### config.mk
export PLATFORM = sky130hd
export DESIGN_NAME = keypad_dispatcher_flat
export DESIGN_NICKNAME = d
export VERILOG_FILES = /design/src/rtl/keypad_dispatcher_if.sv /design/src/rtl/keypad_dispatcher.sv /design/src/flat_wrapper.sv
export SDC_FILE = /design/constraint.sdc
export NUM_CORES = 1
export LEC_CHECK = 0
export CAP_MARGIN = 20
export CELL_PAD_IN_SITES_DETAIL_PLACEMENT = 0
export CELL_PAD_IN_SITES_GLOBAL_PLACEMENT = 1
export CORE_UTILIZATION = 35
export CTS_CLUSTER_DIAMETER = 200
export CTS_CLUSTER_SIZE = 8
export DETAILED_ROUTE_END_ITERATION = 8
export PLACE_DENSITY = 0.65
export SLEW_MARGIN = 20
export SYNTH_ARGS = -nofsm -noshare
export SYNTH_HDL_FRONTEND = slang
export SYNTH_SLANG_ARGS = --single-unit
export TNS_END_PERCENT = 20
### constraint.sdc
create_clock -name clk -period 3.35 [get_ports clk]
set_clock_uncertainty 0.2 [all_clocks]
set_input_delay 0.67 -clock clk [delete_from_list [all_inputs] [get_ports clk]]
set_output_delay 0.67 -clock clk [all_outputs]
set_load 0.05 [all_outputs]
### src/rtl/keypad_dispatcher_if.sv
// Two outbound key-event channels (stopwatch and calculator) with valid/ready handshake.
interface keypad_dispatcher_if;
  logic       cron_valid;
  logic [4:0] cron_key;
  logic       cron_ready;
  logic       calc_valid;
  logic [4:0] calc_key;
  logic       calc_ready;

  modport master (output cron_valid, cron_key, calc_valid, calc_key,
                  input  cron_ready, calc_ready);
  modport slave  (input  cron_valid, cron_key, calc_valid, calc_key,
                  output cron_ready, calc_ready);
endinterface

### src/rtl/keypad_dispatcher.sv
// Debounces a raw keypad code, queues press events and routes them to the
// stopwatch or calculator channel depending on the current mode.
module keypad_dispatcher #(
  parameter int         DEB    = 20,
  parameter logic [4:0] T_NULL = 5'd31,
  parameter logic [4:0] T_HASH = 5'd14,
  parameter logic [4:0] T_ASTE = 5'd15,
  parameter logic [4:0] T_D    = 5'd13,
  parameter int         DEPTH  = 4
) (
  input  logic                 clk,
  input  logic                 rst_n,
  input  logic [4:0]           key,
  keypad_dispatcher_if.master  ch,
  output logic                 modo_atual,
  output logic [2:0]           fifo_count,
  output logic                 drop
);
  localparam int              AW      = (DEPTH > 1) ? $clog2(DEPTH) : 1;
  localparam int              CW      = $clog2(DEB + 1);
  localparam logic [CW-1:0]   CNT_TOP = CW'(DEB - 1);
  localparam logic [2:0]      FULL    = 3'(DEPTH);
  localparam logic [AW-1:0]   PTR_TOP = AW'(DEPTH - 1);

  typedef enum logic {CRON = 1'b0, CALC = 1'b1} mode_t;
  mode_t mode;

  logic [4:0]    key_q;
  logic [CW-1:0] cnt;
  logic          armed, stable, press;

  // stable: key_q has matched the raw input for DEB consecutive samples
  assign stable = (key == key_q) && (cnt == CNT_TOP);
  assign press  = armed && stable && (key_q != T_NULL);

  always_ff @(posedge clk or negedge rst_n) begin
    if (!rst_n) begin
      key_q <= T_NULL;
      cnt   <= '0;
      armed <= 1'b1;
    end else begin
      key_q <= key;
      if (key != key_q)        cnt <= '0;
      else if (cnt != CNT_TOP) cnt <= cnt + 1'b1;
      if (press)                            armed <= 1'b0;
      else if (stable && key_q == T_NULL)   armed <= 1'b1;
    end
  end

  logic [4:0]    mem [DEPTH];
  logic [AW-1:0] rd, wr;
  logic [2:0]    count;
  logic [4:0]    head;
  logic          sw_pop, fwd, cv, av, pop, push;

  assign head = mem[rd];

  always_comb begin
    sw_pop = 1'b0;
    fwd    = 1'b0;
    if (count != 3'd0) begin
      if (mode == CRON && (head == T_HASH || head == T_ASTE)) sw_pop = 1'b1;
      else if (mode == CALC && head == T_D)                   sw_pop = 1'b1;
      else                                                    fwd    = 1'b1;
    end
  end

  assign cv   = fwd && (mode == CRON);
  assign av   = fwd && (mode == CALC);
  assign pop  = sw_pop || (cv && ch.cron_ready) || (av && ch.calc_ready);
  // a full queue still takes the new event if the head leaves on the same edge
  assign push = press && ((count != FULL) || pop);

  assign ch.cron_valid = cv;
  assign ch.cron_key   = cv ? head : T_NULL;
  assign ch.calc_valid = av;
  assign ch.calc_key   = av ? head : T_NULL;

  always_ff @(posedge clk) begin
    if (push) mem[wr] <= key_q;
  end

  always_ff @(posedge clk or negedge rst_n) begin
    if (!rst_n) begin
      rd    <= '0;
      wr    <= '0;
      count <= '0;
      drop  <= 1'b0;
      mode  <= CRON;
    end else begin
      if (push) wr <= (wr == PTR_TOP) ? '0 : wr + 1'b1;
      if (pop)  rd <= (rd == PTR_TOP) ? '0 : rd + 1'b1;
      case ({push, pop})
        2'b10:   count <= count + 1'b1;
        2'b01:   count <= count - 1'b1;
        default: count <= count;
      endcase
      if (press && !push) drop <= 1'b1;
      if (sw_pop) mode <= (mode == CRON) ? CALC : CRON;
    end
  end

  assign modo_atual = mode;
  assign fifo_count = count;
endmodule

### src/flat_wrapper.sv
// flat-port wrapper written by rule: the top's interface ports become plain ports
module keypad_dispatcher_flat 
#(
  parameter int         DEB    = 20,
  parameter logic [4:0] T_NULL = 5'd31,
  parameter logic [4:0] T_HASH = 5'd14,
  parameter logic [4:0] T_ASTE = 5'd15,
  parameter logic [4:0] T_D    = 5'd13,
  parameter int         DEPTH  = 4
)
  (clk, rst_n, key, modo_atual, fifo_count, drop, ch_cron_valid, ch_cron_key, ch_calc_valid, ch_calc_key, ch_cron_ready, ch_calc_ready);
  keypad_dispatcher_if ch_i ();
  input  logic clk;
  input  logic rst_n;
  input  logic [4:0] key;
  output logic modo_atual;
  output logic [2:0] fifo_count;
  output logic drop;
  output wire logic [$bits(ch_i.cron_valid)-1:0] ch_cron_valid;
  output wire logic [$bits(ch_i.cron_key)-1:0] ch_cron_key;
  output wire logic [$bits(ch_i.calc_valid)-1:0] ch_calc_valid;
  output wire logic [$bits(ch_i.calc_key)-1:0] ch_calc_key;
  input wire logic [$bits(ch_i.cron_ready)-1:0] ch_cron_ready;
  input wire logic [$bits(ch_i.calc_ready)-1:0] ch_calc_ready;
  assign ch_cron_valid = ch_i.cron_valid;
  assign ch_cron_key = ch_i.cron_key;
  assign ch_calc_valid = ch_i.calc_valid;
  assign ch_calc_key = ch_i.calc_key;
  assign ch_i.cron_ready = ch_cron_ready;
  assign ch_i.calc_ready = ch_calc_ready;
  keypad_dispatcher #(.DEB(DEB), .T_NULL(T_NULL), .T_HASH(T_HASH), .T_ASTE(T_ASTE), .T_D(T_D), .DEPTH(DEPTH)) u_core (.clk(clk), .rst_n(rst_n), .key(key), .ch(ch_i), .modo_atual(modo_atual), .fifo_count(fifo_count), .drop(drop));
endmodule
==> results of run 1 <==
[worst max-delay path by stage]
stage,depth (start not counted),slack [ns],to
after floorplan,6,-0.09,ch_calc_key[2]
after global placement,10,0.12,u_core.fifo_count[2]
after detailed placement,10,-0.002,u_core.fifo_count[2]
after CTS,7,0.02,ch_calc_valid
after global routing,7,0.01,ch_calc_valid
final,7,0.13,ch_calc_valid
[flip-flops by register name, summed over array words and instances (netlist names)]
register,count
u_core.key_q,5
u_core.wr,2
u_core.mem,20
u_core.fifo_count,3
u_core.modo_atual,1
u_core.rd,2
u_core.armed,1
u_core.drop,1
u_core.cnt,5
[metrics by stage]
| step | power (uW) | TNS, ns | hold WS (ns) | instance area [um^2] | util, % |
|---|---|---|---|---|---|
| detailed placement | 1820 | -0.00182 | 0.259 | 2310 | 44.0 |
| CTS | 2230 | 0 | 0.278 | 2430 | 46.4 |
| finish | 2220 | 0 | 0.270 | 2460 | 46.9 |
| global route | 2360 | 0 | 0.288 | 2460 | 46.9 |
| floorplan | 1470 | -0.437 | 0.174 | 1960 | - |
| global placement | 1800 | 0 | 0.254 | 2310 | 44.0 |
[metal layers]
layer	vias to the layer above	wire length (um)	track usage, %
li1	606	-	-
met1	590	1600	16.9
met2	20	1820	23.9
met3	4	98	3.47
met4	0	34	4.62
met5	-	0	0
[worst reg2reg max path, stage by stage (launching register included)]
cell and delay, ns:
dfrtp_2 0.51, mux4_2 0.57, nor2_1 0.16, a21oi_1 0.16
or3_1 0.38, fa_1 0.43, nor3_2 0.26, a221o_1 0.19
o211ai_1 0.09
[power by group through the flow]
stage                     clock network, uW  logic (uW)  registers, uW
final                                   394        1180            649
after global routing                    430        1270            662
after CTS                               410        1160            664
after detailed placement                  0        1140            672
after global placement                    0        1130            670
after floorplan                           0         778            690
[repair_timing]
action | 4_1_cts | 5_1_grt
gates resized for setup | 2 | 3
pin swaps | 1 | 1
buffers inserted | 1 | 2
hold buffers | 0 | 0
setup endpoints to repair | 11 | 9
[cell usage after synthesis (all sizes together)]
master / count
nor2: 11
a22oi: 1
fa: 1
nand2b: 4
nand2: 15
o32a: 1
a21oi: 1
o21ai: 5
xnor2: 5
nand3: 4
dfrtp: 14
a21o: 1
and3: 1
clkbuf: 1
nor3: 6
nor2b: 3
inv: 7
buf: 2
nor3b: 1
dfstp: 6
a221o: 1
and4bb: 1
and3b: 1
mux4: 3
mux2: 6
mux2i: 5
o22a: 1
o211ai: 2
or3: 3
a21boi: 1
a31o: 1
xor2: 6
ha: 6
edfxtp: 20
and2: 5
[cell type report]
type | instances | area [um^2] | share of cell area [%]
multi-input cells | 102 | 808 | 32.9
inverters | 7 | 26.3 | 1.07
repair buffers | 32 | 308 | 12.5
clock buffers | 5 | 68.8 | 2.80
clock inverters | 3 | 47.5 | 1.93
flip-flops and latches | 40 | 1110 | 45.2
well taps | 70 | 87.6 | 3.56
[kinds of logic after synthesis]
| logic type | Yosys count | synth area share (%) |
|---|---|---|
| AOI/OAI and AO/OA | 15 | 6.06 |
| xor gates and xnor gates | 11 | 4.96 |
| adders and majority gates | 7 | 4.90 |
| buffers and inverters | 10 | 2.39 |
| DFF | 40 | 57.1 |
| muxes | 14 | 9.93 |
| and+or+nand+nor | 55 | 14.6 |
==> results by group, run 1 <==
Clock network
  • H-tree Lvls: 2
  • Clock latency on the worst-skew pair: 0.29 ns
  • Clk root buf: clkbuf_8
  • CTS tree: yes
  • Clock Path Buffers: 2
  • TritonCTS Sinks: 40
  • Clock Pin Slew Worst Setup and Hold Paths: 0.08 ns
  • CTS Buf Count: 5

Die
  • Die Span Y: 76.5 um
  • Row count: 26
  • Core area: 0.00524 mm^2
  • I/O pin cnt: 26
  • Initial Util: 37.1%
  • Die area: 0.00585 mm^2
  • Die extent in x: 76.5 um

Logic synthesis
  • Sequential fraction of the synthesis area: 57.1%
  • Syn avg cell area: 12.8 um^2
  • Synth area leaders: edfxtp_1 31%, dfrtp_1 18%, dfstp_2 8.1%
  • Post-Syn Area: 0.00194 mm^2
  • Yosys top cell area share: 30.9%
  • Yosys reg bits: 40
  • Mapped Nets: 168
  • Post-Syn Instances: 152
  • Yosys warns: 0
  • Synth area leader: edfxtp_1
  • Distinct cells, synth: 39

Global routing
  • Vias in the first global route: 1288
  • Antenna violations before repair: 0
  • Pin count of the biggest net entering global routing: 21
  • Grt total ovfl: 0
  • Tot GR Track Use: 13.9%
  • First-pass GRT wire length: 6200 um

Timing
  • RSZ-0062 raised after global routing: no
  • Final setup margin: 0.134 ns
  • Final setup viols: 0
  • Max Clock Freq: 311 MHz
  • Slew headroom: 35.7%
  • Fin. Hold Viols: 0
  • Worst-Margin Slew: 0.962 ns
  • Tmin final: 3.22 ns
  • Pins Over Slew Limit: 0
  • Period utilisation layout: 96.0%

Final layout
  • Nets@finish: 204
  • Commonest non-fill, non-tap cell in the layout: edfxtp_1
  • Non-Filler Instances: 259
  • Diode count: 0
  • Fraction of final layout cells sized beyond drive strength 1: 26.5%
  • Most frequent cells in the layout: 20 x edfxtp_1, 15 x nand2_1, 15 x buf_4
  • Filler Cells Inserted: 482
  • Syn-to-layout area delta: 26.6%

Critical path
  • Startpoint types: flop
  • Launch point of the worst reg-to-reg path: u_core.rd[0]
  • FF-to-FF End: u_core.fifo_count[2]
  • Setup CP Type: flop to output port
  • CP required: 2.48 ns
  • Critical path's slowest cell: dfrtp_2
  • WP buf/inv: 2
  • R2r setup slk: 0.27 ns
  • Worst R2R Path Depth: 8
  • Crit end category: output port
  • Arr. time, crit path: 2.35 ns
  • Worst path max stage delay: 0.45 ns
  • Critical path, cell by cell: mux2_4 -> and3_1 -> o32a_1 -> and2_4 -> nor3b_4 -> buf_4 -> buf_12
  • Largest delay share family, worst path: simple AND/OR/NAND/NOR gates
  • Crit. Startpoint: u_core.rd[1]
  • Crit-path max FO: 6

Hold path
  • Hold Crit Class: flop to flop
  • Worst Hold Path EP: u_core.drop
  • Min-delay src: u_core.drop
  • Hold Path Depth: 1

Pwr
  • Peak supply drop: 0.000598 V
  • Clock power share: 17.8%
  • Reg power frac: 29.3%
  • Combinational Power Share: 53.0%
  • Pleak: 0.000986 uW
  • Switching part of the total power: 42.8%
  • Switch Pwr: 951 uW
  • Internal: 1270 uW
  • PwrDens: 903 mW/mm^2

Placed design
  • Pre-CTS worst setup slack: -0.00182 ns
  • Port Buf Inserts: 25
  • Placed Cells: 248
  • Final Wtd Congestion: 0.779
  • DP Wirelength: 2680 um

Drt
  • Pre-Repair DR Iteration Count: 2
  • Routed wire length: 3550 um
  • Routed vias/inst: 4.71
  • Starting DRT DRC Count: 37
  • Residual DRC: 0
  • Average wire per standard cell: 13.7 um
  • Antenna-violating nets left: 0
  • Via count: 1220

Status
  • Status: complete, no violations

Job
  • MaxCap Viol Count: 0
No activity file was read; power rests on OpenSTA's default activity.
==> run 2, diff against run 1 <==
--- a/config.mk
+++ b/config.mk
@@ -12,9 +12,9 @@
 export CTS_CLUSTER_DIAMETER = 200
 export CTS_CLUSTER_SIZE = 8
 export DETAILED_ROUTE_END_ITERATION = 8
-export PLACE_DENSITY = 0.65
+export DONT_BUFFER_PORTS = 1
+export PLACE_DENSITY = 0.58
 export SLEW_MARGIN = 20
 export SYNTH_ARGS = -nofsm -noshare
 export SYNTH_HDL_FRONTEND = slang
 export SYNTH_SLANG_ARGS = --single-unit
-export TNS_END_PERCENT = 20
==> run 2 against run 1 <==
Net effect: register-to-register slack is essentially flat; largest power group unchanged; clock power is 2% higher; cell area down 5.0%; worst hold slack got worse by 0.10 ns; fmax is 0.22% lower; critical endpoint is now ch_calc_key[2]; combinational power is 5% lower; sequential power decreased by 5.4%; non-clock buffer count decreased by 8; largest cell class unchanged.
==> results by group, run 2 (synthesis gave the netlist of run 1 again) <==
Critical path
  • Worst R2R Path Depth: 10
  • Arr. time, crit path: 2.35 ns
  • Launch point of the worst reg-to-reg path: u_core.rd[1]
  • Critical path's slowest cell: dfrtp_2
  • Crit-path max FO: 6
  • Startpoint types: flop
  • Crit end category: output port
  • Worst path max stage delay: 0.46 ns
  • Critical path, cell by cell: mux2_4 -> and3_1 -> o32a_1 -> and2_4 -> nor3b_4 -> nand2b_1 -> buf_4
  • Crit. Startpoint: u_core.rd[1]
  • Setup CP Type: flop to output port
  • CP endpoint: ch_calc_key[2]
  • R2r setup slk: 0.28 ns
  • CP required: 2.48 ns
  • FF-to-FF End: u_core.fifo_count[2]

Drt
  • Pre-Repair DR Iteration Count: 4
  • Via count: 1211
  • Starting DRT DRC Count: 63
  • Antenna-violating nets left: 0
  • Routed vias/inst: 4.82
  • Residual DRC: 0
  • Routed wire length: 3820 um
  • Average wire per standard cell: 15.2 um

Global routing
  • Tot GR Track Use: 14.4%
  • Antenna violations before repair: 0
  • First-pass GRT wire length: 6460 um
  • Grt total ovfl: 0
  • Pin count of the biggest net entering global routing: 15
  • Vias in the first global route: 1317

Placed design
  • Area after DPL: 0.00217 mm^2
  • Placed Cells: 238
  • DP Wirelength: 2850 um
  • Port Buf Inserts: 0
  • Final Wtd Congestion: 0.747

Timing
  • Fin. Hold Viols: 0
  • Slew headroom: 48.1%
  • Max Clock Freq: 310 MHz
  • Period utilisation layout: 96.2%
  • Final setup viols: 0
  • Tmin final: 3.22 ns
  • Pins Over Slew Limit: 0
  • RSZ-0062 raised after global routing: no
  • Worst-Margin Slew: 0.776 ns
  • Setup TNS: 0 ns

Final layout
  • Max FFs per register: 20
  • Sequential cell area: 0.00111 mm^2
  • Nets@finish: 196
  • Fraction of final layout cells sized beyond drive strength 1: 29.8%
  • Syn-to-layout area delta: 20.2%
  • Biggest regs: u_core.mem x20, u_core.cnt x5, u_core.key_q x5
  • Non-Filler Instances: 251
  • Most frequent cells in the layout: 22 x buf_4, 20 x edfxtp_1, 15 x nand2_1
  • Filler Cells Inserted: 482
  • Reg with most FFs: u_core.mem
  • Post-route design area: 0.00233 mm^2
  • Commonest non-fill, non-tap cell in the layout: buf_4
  • Area of the multi-input gates: 808 um^2
  • Final Core Density: 44.6%
  • Diode count: 0

Pwr
  • PwrDens: 915 mW/mm^2
  • Peak supply drop: 0.000541 V
  • Pleak: 0.000942 uW

Clock network
  • CTS tree: yes
  • Clock Path Buffers: 2
  • TritonCTS Sinks: 40
  • H-tree Lvls: 2
  • Clock Pin Slew Worst Setup and Hold Paths: 0.09 ns
  • Clk root buf: clkbuf_8
  • CTS Buf Count: 5
  • Clock latency on the worst-skew pair: 0.29 ns

Die
  • Die extent in x: 76.5 um
  • I/O pin cnt: 26
  • Die Span Y: 76.5 um
  • Core area: 0.00524 mm^2
  • Die area: 0.00585 mm^2
  • Initial Util: 37.1%
  • Row count: 26

Hold path
  • Hold Crit Class: primary input to flop

Status
  • Status: complete, no violations

Job
  • MaxCap Viol Count: 0
-- run 2: timing repair --
item	in CTS	in global routing
gates resized for setup	1	1
buffers inserted	0	3
endpoints found under the setup margin	6	6
hold buffers	1	1
hold endpoints to repair	14	6
-- run 2: area by class of cell --
class                   instances  share of cell area, %
well taps                      70                   3.75
repair buffers                 24                   7.94
flip-flops and latches         40                   47.6
clock buffers                   5                   2.95
inverters                       7                   1.13
multi-input cells             102                   34.6
clock inverters                 3                   2.04
-- run 2: how the worst min path moves through the flow --
stage	start	endpoint	slack [ns]	cells past startpoint
4_1_cts	rst_n	u_core.key_q[4]	0.003	0
3_3_place_gp	rst_n	u_core.rd[0]	0.18	0
3_5_place_dp	rst_n	u_core.wr[0]	0.18	0
5_1_grt	key[2]	u_core.key_q[2]	0.15	0
2_1_floorplan	rst_n	u_core.cnt[0]	0.17	0
6_report	key[2]	u_core.key_q[2]	0.17	0
-- run 2: through the flow --
step / power [uW] / hold slack, ns / worst slack [ns]
after floorplan: 1470 / 0.174 / -0.0880
after global placement: 1700 / 0.175 / 0.274
after detailed placement: 1720 / 0.175 / 0.156
after CTS: 2130 / 0.00264 / 0.0342
after global routing: 2250 / 0.148 / 0.0359
final: 2130 / 0.170 / 0.126
-- run 2: power breakdown --
part	leakage [uW]	switching [uW]	internal [uW]	total, uW
registers	0.000414	51.4	563	614
logic	0.000470	712	405	1120
clock network	0.0000583	179	224	403
total	0.000942	942	1190	2130
-- run 2: critical path, delay by kind of cell (launching register included) --
kind | cells | cell delay, ns
buffers and inverters | 1 | 0.20
flip-flops | 1 | 0.46
multiplexers | 1 | 0.31
AND/OR/NAND/NOR | 4 | 0.74
AO/OA/AOI/OAI | 1 | 0.34
-- run 2: per-layer routing --
| layer | global-route usage [%] | wire length (um) |
|---|---|---|
| met1 | 16.8 | 1720 |
| met2 | 24.4 | 1860 |
| met3 | 4.19 | 168 |
| met4 | 6.35 | 66 |
| met5 | 0 | 0 |
